===== src/rtl/iob_clock_reset_sequencer.sv =====
// Clock-wizard reset controller: lock wait with timeout/retry, settle window, staged domain reset release.
// Optional status ports (state_o, attempts_o) are enabled by IOB_CLOCK_RESET_SEQUENCER_STATUS_EN.
module iob_clock_reset_sequencer #(
    parameter int N_DOMAINS     = 2,
    parameter int CNT_W         = 16,
    parameter int RST_CYCLES    = 16,
    parameter int LOCK_TIMEOUT  = 1000,
    parameter int SETTLE_CYCLES = 64,
    parameter int STAGE_DLY     = 8,
    parameter int MAX_RETRY     = 3
) (
    input  logic                 clk_i,
    input  logic                 rst_i,
    input  logic                 locked_i,
    input  logic                 restart_i,
    output logic                 wiz_rst_o,
    output logic [N_DOMAINS-1:0] dom_rst_o,
    output logic                 ready_o,
    output logic                 fault_o,
`ifdef IOB_CLOCK_RESET_SEQUENCER_STATUS_EN
    output logic [2:0]           state_o,
    output logic [7:0]           attempts_o,
`endif
    output logic                 lock_lost_o
);

    // state | meaning
    // WIZ_RST   | wizard held in reset for RST_CYCLES
    // WAIT_LOCK | waiting for lock, bounded by LOCK_TIMEOUT
    // SETTLE    | lock must stay high SETTLE_CYCLES in a row
    // RELEASE   | domain resets cleared one per STAGE_DLY
    // RUN       | all domains out of reset
    // FAULT     | retries exhausted; needs restart_i or rst_i
    typedef enum logic [2:0] {
        S_WIZ_RST   = 3'd0,
        S_WAIT_LOCK = 3'd1,
        S_SETTLE    = 3'd2,
        S_RELEASE   = 3'd3,
        S_RUN       = 3'd4,
        S_FAULT     = 3'd5
    } state_t;

    localparam int SW = (N_DOMAINS > 1) ? $clog2(N_DOMAINS) : 1;
    localparam longint CNT_MAX = (64'd1 << CNT_W) - 64'd1;
    localparam bit CFG_OK = (longint'(RST_CYCLES) <= CNT_MAX) && (longint'(LOCK_TIMEOUT) <= CNT_MAX) &&
                            (longint'(SETTLE_CYCLES) <= CNT_MAX) && (longint'(STAGE_DLY) <= CNT_MAX);

    localparam logic [CNT_W-1:0]     RST_LAST    = CNT_W'(RST_CYCLES - 1);
    localparam logic [CNT_W-1:0]     TO_LAST     = CNT_W'(LOCK_TIMEOUT - 1);
    localparam logic [CNT_W-1:0]     SETTLE_LAST = CNT_W'(SETTLE_CYCLES - 1);
    localparam logic [CNT_W-1:0]     STAGE_LAST  = CNT_W'(STAGE_DLY - 1);
    localparam logic [SW-1:0]        LAST_STAGE  = SW'(N_DOMAINS - 1);
    localparam logic [3:0]           RETRY_MAX   = 4'(MAX_RETRY);
    localparam logic [N_DOMAINS-1:0] DOM_ONE     = N_DOMAINS'(1);

    state_t                 state_q, state_d;
    logic [CNT_W-1:0]       cnt_q, cnt_d;
    logic [3:0]             retry_q, retry_d;
    logic [SW-1:0]          stage_q, stage_d;
    logic                   sync1_q, lk_s_q;
    logic                   wiz_rst_q, wiz_rst_d;
    logic [N_DOMAINS-1:0]   dom_rst_q, dom_rst_d;
    logic                   ready_q, ready_d;
    logic                   fault_q, fault_d;
    logic                   lock_lost_q, lock_lost_d;
    logic                   wiz_entry;

    always_comb begin
        state_d     = state_q;
        cnt_d       = cnt_q + 1'b1;
        retry_d     = retry_q;
        stage_d     = stage_q;
        dom_rst_d   = dom_rst_q;
        lock_lost_d = lock_lost_q;
        wiz_entry   = 1'b0;

        if (restart_i) begin
            state_d   = S_WIZ_RST;
            cnt_d     = '0;
            retry_d   = '0;
            dom_rst_d = '1;
            wiz_entry = 1'b1;
        end else begin
            case (state_q)
                S_WIZ_RST: begin
                    dom_rst_d = '1;
                    if (cnt_q == RST_LAST) begin
                        state_d = S_WAIT_LOCK;
                        cnt_d   = '0;
                    end
                end
                S_WAIT_LOCK: begin
                    if (lk_s_q) begin
                        state_d = S_SETTLE;
                        cnt_d   = '0;
                    end else if (cnt_q == TO_LAST) begin
                        cnt_d = '0;
                        if (retry_q == RETRY_MAX) begin
                            state_d = S_FAULT;
                        end else begin
                            retry_d   = retry_q + 1'b1;
                            state_d   = S_WIZ_RST;
                            wiz_entry = 1'b1;
                        end
                    end
                end
                S_SETTLE: begin
                    if (!lk_s_q) begin
                        state_d = S_WAIT_LOCK;
                        cnt_d   = '0;
                    end else if (cnt_q == SETTLE_LAST) begin
                        state_d   = S_RELEASE;
                        cnt_d     = '0;
                        stage_d   = '0;
                        dom_rst_d = ~DOM_ONE;
                    end
                end
                S_RELEASE: begin
                    if (!lk_s_q) begin
                        state_d     = S_WIZ_RST;
                        cnt_d       = '0;
                        dom_rst_d   = '1;
                        lock_lost_d = 1'b1;
                        wiz_entry   = 1'b1;
                    end else if (stage_q == LAST_STAGE) begin
                        state_d = S_RUN;
                        cnt_d   = '0;
                        retry_d = '0;
                    end else if (cnt_q == STAGE_LAST) begin
                        cnt_d     = '0;
                        stage_d   = stage_q + 1'b1;
                        dom_rst_d = dom_rst_q & ~(DOM_ONE << (int'(stage_q) + 1));
                    end
                end
                S_RUN: begin
                    cnt_d = cnt_q;
                    if (!lk_s_q) begin
                        state_d     = S_WIZ_RST;
                        cnt_d       = '0;
                        dom_rst_d   = '1;
                        lock_lost_d = 1'b1;
                        wiz_entry   = 1'b1;
                    end
                end
                default: begin
                    // FAULT and any illegal encoding park with everything held in reset
                    state_d   = S_FAULT;
                    cnt_d     = cnt_q;
                    dom_rst_d = '1;
                end
            endcase
        end

        wiz_rst_d = (state_d == S_WIZ_RST) || (state_d == S_FAULT);
        ready_d   = (state_d == S_RUN);
        fault_d   = (state_d == S_FAULT);
    end

    always_ff @(posedge clk_i) begin
        if (rst_i) begin
            state_q     <= S_WIZ_RST;
            cnt_q       <= '0;
            retry_q     <= '0;
            stage_q     <= '0;
            sync1_q     <= 1'b0;
            lk_s_q      <= 1'b0;
            wiz_rst_q   <= 1'b1;
            dom_rst_q   <= '1;
            ready_q     <= 1'b0;
            fault_q     <= 1'b0;
            lock_lost_q <= 1'b0;
        end else begin
            state_q     <= state_d;
            cnt_q       <= cnt_d;
            retry_q     <= retry_d;
            stage_q     <= stage_d;
            sync1_q     <= locked_i;
            lk_s_q      <= sync1_q;
            wiz_rst_q   <= wiz_rst_d;
            dom_rst_q   <= dom_rst_d;
            ready_q     <= ready_d;
            fault_q     <= fault_d;
            lock_lost_q <= lock_lost_d;
        end
    end

    always_ff @(posedge clk_i) begin
        if (rst_i) begin
            assert (CFG_OK) else $error("iob_clock_reset_sequencer: timing parameter exceeds CNT_W range");
        end
    end

    assign wiz_rst_o   = wiz_rst_q;
    assign dom_rst_o   = dom_rst_q;
    assign ready_o     = ready_q;
    assign fault_o     = fault_q;
    assign lock_lost_o = lock_lost_q;

`ifdef IOB_CLOCK_RESET_SEQUENCER_STATUS_EN
    logic [7:0] attempts_q;

    always_ff @(posedge clk_i) begin
        if (rst_i) begin
            attempts_q <= '0;
        end else if (wiz_entry && (attempts_q != 8'hFF)) begin
            attempts_q <= attempts_q + 1'b1;
        end
    end

    assign state_o    = state_q;
    assign attempts_o = attempts_q;
`endif

endmodule


===== config.mk =====
export PLATFORM = sky130hd
export DESIGN_NAME = iob_clock_reset_sequencer
export DESIGN_NICKNAME = d
export VERILOG_FILES = /design/src/rtl/iob_clock_reset_sequencer.sv
export SDC_FILE = /design/constraint.sdc
export NUM_CORES = 1
export LEC_CHECK = 0
export CAP_MARGIN = 30
export CORE_AREA = 4 4 65 67
export DETAILED_ROUTE_END_ITERATION = 8
export DIE_AREA = 0 0 69 71
export PLACE_DENSITY = 0.6
export SYNTH_ARGS = -nofsm -noshare
export SYNTH_HDL_FRONTEND = slang
export SYNTH_SLANG_ARGS = --single-unit

===== constraint.sdc =====
create_clock -name clk_i -period 4.7 [get_ports clk_i]
set_clock_uncertainty 0.15 [all_clocks]
set_input_delay 1.41 -clock clk_i [delete_from_list [all_inputs] [get_ports clk_i]]
set_output_delay 1.41 -clock clk_i [all_outputs]
set_load 0.02 [all_outputs]

==> run_results.csv, run 1 <==
group,metric,value,unit
run_status,status,"finished, final reports clean",
worst_hold_path,holdCritStartpoint,"sync1_q",
clock_tree,postCtsSetupBuffers,0,
setup_path,cp-start-kind,"primary input",
floorplanning,fp.dieW,69,um
detailed_routing,drc_errors,0,
place,routabilityCongestion,0.773,
setup_path,slowest_stage,"clkdlybuf4s50_1",
global_route,antenna_found_initial,0,
worst_hold_path,hold_path_depth,1,
place,place_ws,1.34,ns
setup_path,crit_type,"primary input to flop",
layout,drive_gt1_share,6.00,%
sta,fin_crit,3.05,ns
floorplanning,floorplan.rows,22,
power,p_leak,0.000582,uW
global_route,grt_first_pass_wirelength,5790,um
clock_tree,clk_pin_slew,0.07,ns
sta,setup_tns,0,ns
yosys,syn_area,0.00161,sq mm
yosys,synth_area_leaders,"dfxtp_1, nor2_1, xor2_1, nand4_1, o21ai_0",
setup_path,worstPathArrival,3.12,ns
yosys,synth.distinct_cells,43,
detailed_routing,dr.pass1.iters,5,
setup_path,r2r_slack,2.25,ns
clock_tree,cts_sinks,32,
layout,final_cell_mix,"dfxtp_1, nor2_1, nand2_1",
global_route,grt_usage,14.5,%
detailed_routing,wl_per_cell,13.4,um
power,vdd_drop_max,0.154,mV
yosys,avgSynthCellArea,8.39,sq um
place,dp.final_hpwl,2480,um
clock_tree,cts_buffer_depth,2,
yosys,synthCells,192,
place,io_buffers,9,
flow_run,drv_cap,0,
yosys,ys_ff_latch,32,
yosys,yosysSeqAreaShare,39.8,%
clock_tree,cts_made_buffers,5,
layout,final_core_util,49.7,%
global_route,grt_pass1_vias,1300,
layout,finalInstanceArea,0.00181,sq mm
clock_tree,cts_resized,0,
global_route,overflow,0,
sta,grt_setup_unrepaired,"no",
setup_path,timing.rr.end,"stage_q",
power,p_per_area,269,mW/mm^2
sta,max_freq,328,MHz
layout,final_nets,206,
floorplanning,die_height,71,um
layout,final_common_cell,"dfxtp_1",
setup_path,rr_startpoint,"cnt_q[0]",
yosys,yosysWarningCount,0,
global_route,grt_max_degree,16,
worst_hold_path,min_path_type,"flop to flop",
yosys,synth_top_cell_area_share,39.8,%
yosys,yosysTopAreaCell,"dfxtp_1",
floorplanning,die_area,0.00490,sq mm
detailed_routing,vias,1373,
detailed_routing,antenna_left,0,
setup_path,rr_worst_depth,6,
floorplanning,core,0.00363,sq mm
place,placed_cell_area,0.00173,sq mm
sta,max_slew_margin,57.7,%
sta,setup_violations,0,
clock_tree,h-tree-depth,2,
floorplanning,start_util,44.4,%
setup_path,crit_chain,"clkdlybuf4s50_1 -> or2_2 -> a41o_1 -> nand2b_1 -> nor2_1",
layout,area_growth,12.0,%
setup_path,end_kind,"flop",
sta,slew_violations,0,
floorplanning,io_pins,10,
yosys,syn_nets,198,
clock_tree,cts_tree,"yes",
yosys,async_reset_ff_share,0,%
sta,tightest_slew,0.619,ns
detailed_routing,wirelength,3320,um
worst_hold_path,min_to,"lk_s_q",
setup_path,crit_fanout,9,
setup_path,worstPathRequired,4.77,ns
setup_path,slowest_delay,0.48,ns
clock_tree,clk_latency,0.29,ns
layout,diodes,0,
sta,hold_violations,0,
yosys,synth_edf_count,0,
clock_tree,clockRootBuffer,"clkbuf_8",
sta,timing.final.crit_share,64.9,%
sta,setup_slack,1.65,ns
detailed_routing,drt-initial-drc-count,62,
clock_tree,ctsHoldBuffers,0,
detailed_routing,viasPerCell,5.54,
yosys,synth-main-ff-cell,"dfxtp_1",
power,p_total,485,uW
==> cells in the mapped netlist, drive strengths merged, types with 4 or more instances <==
| cell | instances |
|---|---|
| a21oi | 10 |
| dfxtp | 32 |
| or3 | 5 |
| nand2b | 7 |
| buf | 4 |
| xor2 | 11 |
| clkbuf | 4 |
| nor2 | 28 |
| nand2 | 14 |
| nand3 | 10 |
| o21ai | 11 |
| nand4 | 9 |
| inv | 5 |
==> critical path: cells and delay by family <==
kind,cells,cell delay (ns)
AO/OA/AOI/OAI,1,0.34
AND/OR/NAND/NOR,3,0.88
buffers and inverters,1,0.48
==> metrics by stage <==
stage,instances,hold slack [ns]
4_1_cts,248,0.304
5_1_grt,248,0.309
3_3_place_gp,241,0.282
6_report,248,0.296
3_5_place_dp,241,0.292
2_1_floorplan,192,0.264
==> cell families after synthesis <==
kind of cell,Yosys count,synth area share (%)
compound gates,33,13.6
flops,32,39.8
xor+xnor,14,7.61
mux,1,0.621
simple gates,97,33.6
fa+ha+maj,2,1.55
buf+inv,13,3.26
==> worst max path at each step <==
stage                     startpoint         to  slack [ns]  cells past startpoint
final                          rst_i  cnt_q[11]        1.65                      5
after CTS                      rst_i  cnt_q[11]        1.65                      5
after global routing           rst_i  cnt_q[15]        1.56                      5
after global placement         rst_i   cnt_q[1]        1.45                      5
after floorplan            restart_i   cnt_q[0]        1.91                      7
after detailed placement       rst_i  cnt_q[11]        1.34                      5
==> flip-flops by register name, indices dropped and copies added (netlist names) <==
name / flops
cnt_q: 16
stage_q: 1
fault_o: 1
lk_s_q: 1
sync1_q: 1
wiz_rst_o: 1
dom_rst_o: 2
lock_lost_o: 1
state_q: 3
retry_q: 4
ready_o: 1
==> power by group <==
part / internal, uW / switching (uW)
logic: 5.24 / 7.11
registers: 273 / 2.35
clock network: 100 / 97.0
==> layer usage <==
| layer | GRT usage (%) | part of all wire (%) | vias to the layer above |
|---|---|---|---|
| li1 | - | - | 694 |
| met1 | 18.6 | 49 | 646 |
| met2 | 22.7 | 46 | 26 |
| met3 | 5.26 | 3.9 | 7 |
| met4 | 4.77 | 1.3 | 0 |
| met5 | 0 | 0 | - |
==> layout make-up <==
cell class / instances / area, sq um
fill: 369 / 1830
inverter: 5 / 18.8
sequential: 32 / 641
multi-input combinational: 147 / 918
clock inverter: 1 / 5.00
tap: 48 / 60.1
clock buffer: 6 / 72.6
timing repair buffer: 9 / 90.1
Note: power is estimated with default switching activity, not from simulation.
==> run 2, diff against run 1 <==
--- a/config.mk
+++ b/config.mk
@@ -9,7 +9,7 @@
 export CORE_AREA = 4 4 65 67
 export DETAILED_ROUTE_END_ITERATION = 8
 export DIE_AREA = 0 0 69 71
-export PLACE_DENSITY = 0.6
+export PLACE_DENSITY = 0.62
 export SYNTH_ARGS = -nofsm -noshare
 export SYNTH_HDL_FRONTEND = slang
 export SYNTH_SLANG_ARGS = --single-unit
==> constraint.sdc (replaced) <==
create_clock -name clk_i -period 2.6 [get_ports clk_i]
set_clock_uncertainty 0.15 [all_clocks]
set_input_delay 0.78 -clock clk_i [delete_from_list [all_inputs] [get_ports clk_i]]
set_output_delay 0.78 -clock clk_i [all_outputs]
set_load 0.02 [all_outputs]
==> run 2 against run 1 <==
Effect of this change: sequential power rose by 81%; count of clock-buffer cells in the layout did not move; die area did not move; clock power rose by 100%; critical path depth rose by 1; register-to-register slack got worse by 2.0 ns; cell area rose by 2.1%; first-iteration DRC count rose by 44%; total power rose by 90%; hold slack got worse by 0.012 ns; largest cell class unchanged; largest power group unchanged.
==> run_results.csv, run 2 (synthesis gave the netlist of run 1 again) <==
group,metric,value,unit
power,vdd_drop_max,0.331,mV
power,p_sw,205,uW
clock_tree,clk_pin_slew,0.07,ns
clock_tree,h-tree-depth,2,
layout,reg.largest.list,"cnt_q x16, retry_q x4, state_q x3",
clock_tree,cts_made_buffers,5,
layout,area_growth,14.4,%
layout,fillers,363,
sta,tightest_slew,0.576,ns
global_route,grt_pass1_vias,1295,
detailed_routing,antenna_left,0,
place,io_buffers,9,
clock_tree,cts_buffer_depth,2,
setup_path,rr_worst_depth,6,
sta,timing.final.crit_share,89.1,%
clock_tree,clockRootBuffer,"clkbuf_8",
clock_tree,ctsHoldBuffers,0,
sta,max_slew_margin,60.6,%
layout,final_cell_mix,"dfxtp_1, nor2_1, nand2_1",
global_route,antenna_found_initial,0,
setup_path,worstPathRequired,2.65,ns
layout,diodes,0,
floorplanning,floorplan.rows,22,
place,dp.final_hpwl,2510,um
layout,final_nets,209,
detailed_routing,drc_errors,0,
global_route,grt_usage,14.8,%
layout,top_register,"cnt_q",
detailed_routing,wl_per_cell,13.7,um
setup_path,crit_type,"flop to flop",
detailed_routing,dr.pass1.iters,4,
power,p_per_area,500,mW/mm^2
clock_tree,cts_tree,"yes",
setup_path,slowest_delay,0.61,ns
sta,hold_violations,0,
power,pwr-share-clk,43.2,%
setup_path,crit_chain,"ha_1 -> nor4bb_1 -> nand4_1 -> a2111oi_0 -> a21oi_1 -> a211oi_1",
floorplanning,die_area,0.00490,sq mm
run_status,status,"finished, final reports clean",
setup_path,worstPathArrival,2.37,ns
setup_path,cp.depth,6,
global_route,overflow,0,
global_route,grt_max_degree,16,
worst_hold_path,min_path_type,"flop to flop",
sta,slew_violations,0,
sta,max_freq,432,MHz
clock_tree,cts_sinks,32,
worst_hold_path,hold_path_depth,1,
power,power_frac_comb,2.8,%
setup_path,path_buf_inv,0,
floorplanning,die_height,71,um
setup_path,cp-start-kind,"flop",
sta,setup_violations,0,
detailed_routing,viasPerCell,5.49,
detailed_routing,vias,1384,
floorplanning,io_pins,10,
sta,setup_tns,0,ns
clock_tree,cts_resized,0,
layout,drive_gt1_share,8.33,%
floorplanning,core,0.00363,sq mm
detailed_routing,drt-initial-drc-count,89,
power,seq_power_share,54.0,%
clock_tree,postCtsSetupBuffers,0,
sta,grt_setup_unrepaired,"no",
layout,largest_register_ffs,16,
flow_run,drv_cap,0,
power,p_total,921,uW
detailed_routing,wirelength,3440,um
setup_path,end_kind,"flop",
sta,fin_crit,2.32,ns
clock_tree,clk_latency,0.29,ns
power,internal_power,715,uW
setup_path,cp_top_family,"compound AO/OA/AOI/OAI gates",
place,routabilityCongestion,0.863,
power,sw_frac_of_total,22.3,%
power,p_leak,0.000605,uW
global_route,grt_first_pass_wirelength,5910,um
floorplanning,fp.dieW,69,um
floorplanning,start_util,44.4,%
setup_path,slowest_stage,"a2111oi_0",
layout,final_common_cell,"dfxtp_1",
setup_path,crit_fanout,6,
run 2: cell types whose count changed in the layout (fill, tap and decap cells not counted), sizes merged:
| cell | previous run | this run |
|---|---|---|
| clkinv | 1 | 2 |
| buf | 0 | 3 |
run 2: path summary, 6_finish.rpt:
check	start	end	slack, ns
setup / recovery	cnt_q[0]	stage_q	0.28
hold / removal	sync1_q	lk_s_q	0.28
setup reg to reg	cnt_q[0]	stage_q	0.28
hold reg to reg	sync1_q	lk_s_q	0.28
run 2: layer usage:
layer  vias to the layer above  share of wire [%]  GRT usage (%)
met5                         -                  0              0
li1                        704                  -              -
met2                        18                 45           23.3
met1                       656                 50           18.8
met4                         0                1.7           6.07
met3                         6                3.2           4.40
run 2: cell type report:
| cell class | count | area [sq um] | share of cell area [%] |
|---|---|---|---|
| timing repair buffer | 12 | 113 | 6.11 |
| sequential | 32 | 641 | 34.8 |
| clock buffer | 6 | 82.6 | 4.48 |
| multi-input combinational | 147 | 918 | 49.8 |
| clock inverter | 2 | 10.0 | 0.543 |
| tap | 48 | 60.1 | 3.26 |
| inverter | 5 | 18.8 | 1.02 |
run 2: through the flow:
step,cell area (sq um),hold WS [ns],util (%),instances,setup slack (ns)
2_1_floorplan,1610,0.264,-,192,0.443
3_3_place_gp,1750,0.270,48.2,244,0.133
3_5_place_dp,1750,0.270,48.2,244,0.0461
4_1_cts,1840,0.287,50.7,252,0.288
5_1_grt,1840,0.305,50.7,252,0.114
6_report,1840,0.284,50.7,252,0.283
run 2: power groups by stage:
stage | Clock, uW | Sequential [uW] | Combinational (uW)
4_1_cts | 407 | 497 | 25.6
6_report | 398 | 497 | 25.5
5_1_grt | 429 | 497 | 28.6
3_3_place_gp | 0 | 508 | 24.5
2_1_floorplan | 0 | 506 | 16.0
3_5_place_dp | 0 | 508 | 25.7
run 2: worst reg2reg max path, stage by stage (launching register included):
cell and delay, ns:
dfxtp_1 0.39, ha_1 0.26, nor4bb_1 0.29, nand4_1 0.17
a2111oi_0 0.61, a21oi_1 0.14, a211oi_1 0.23
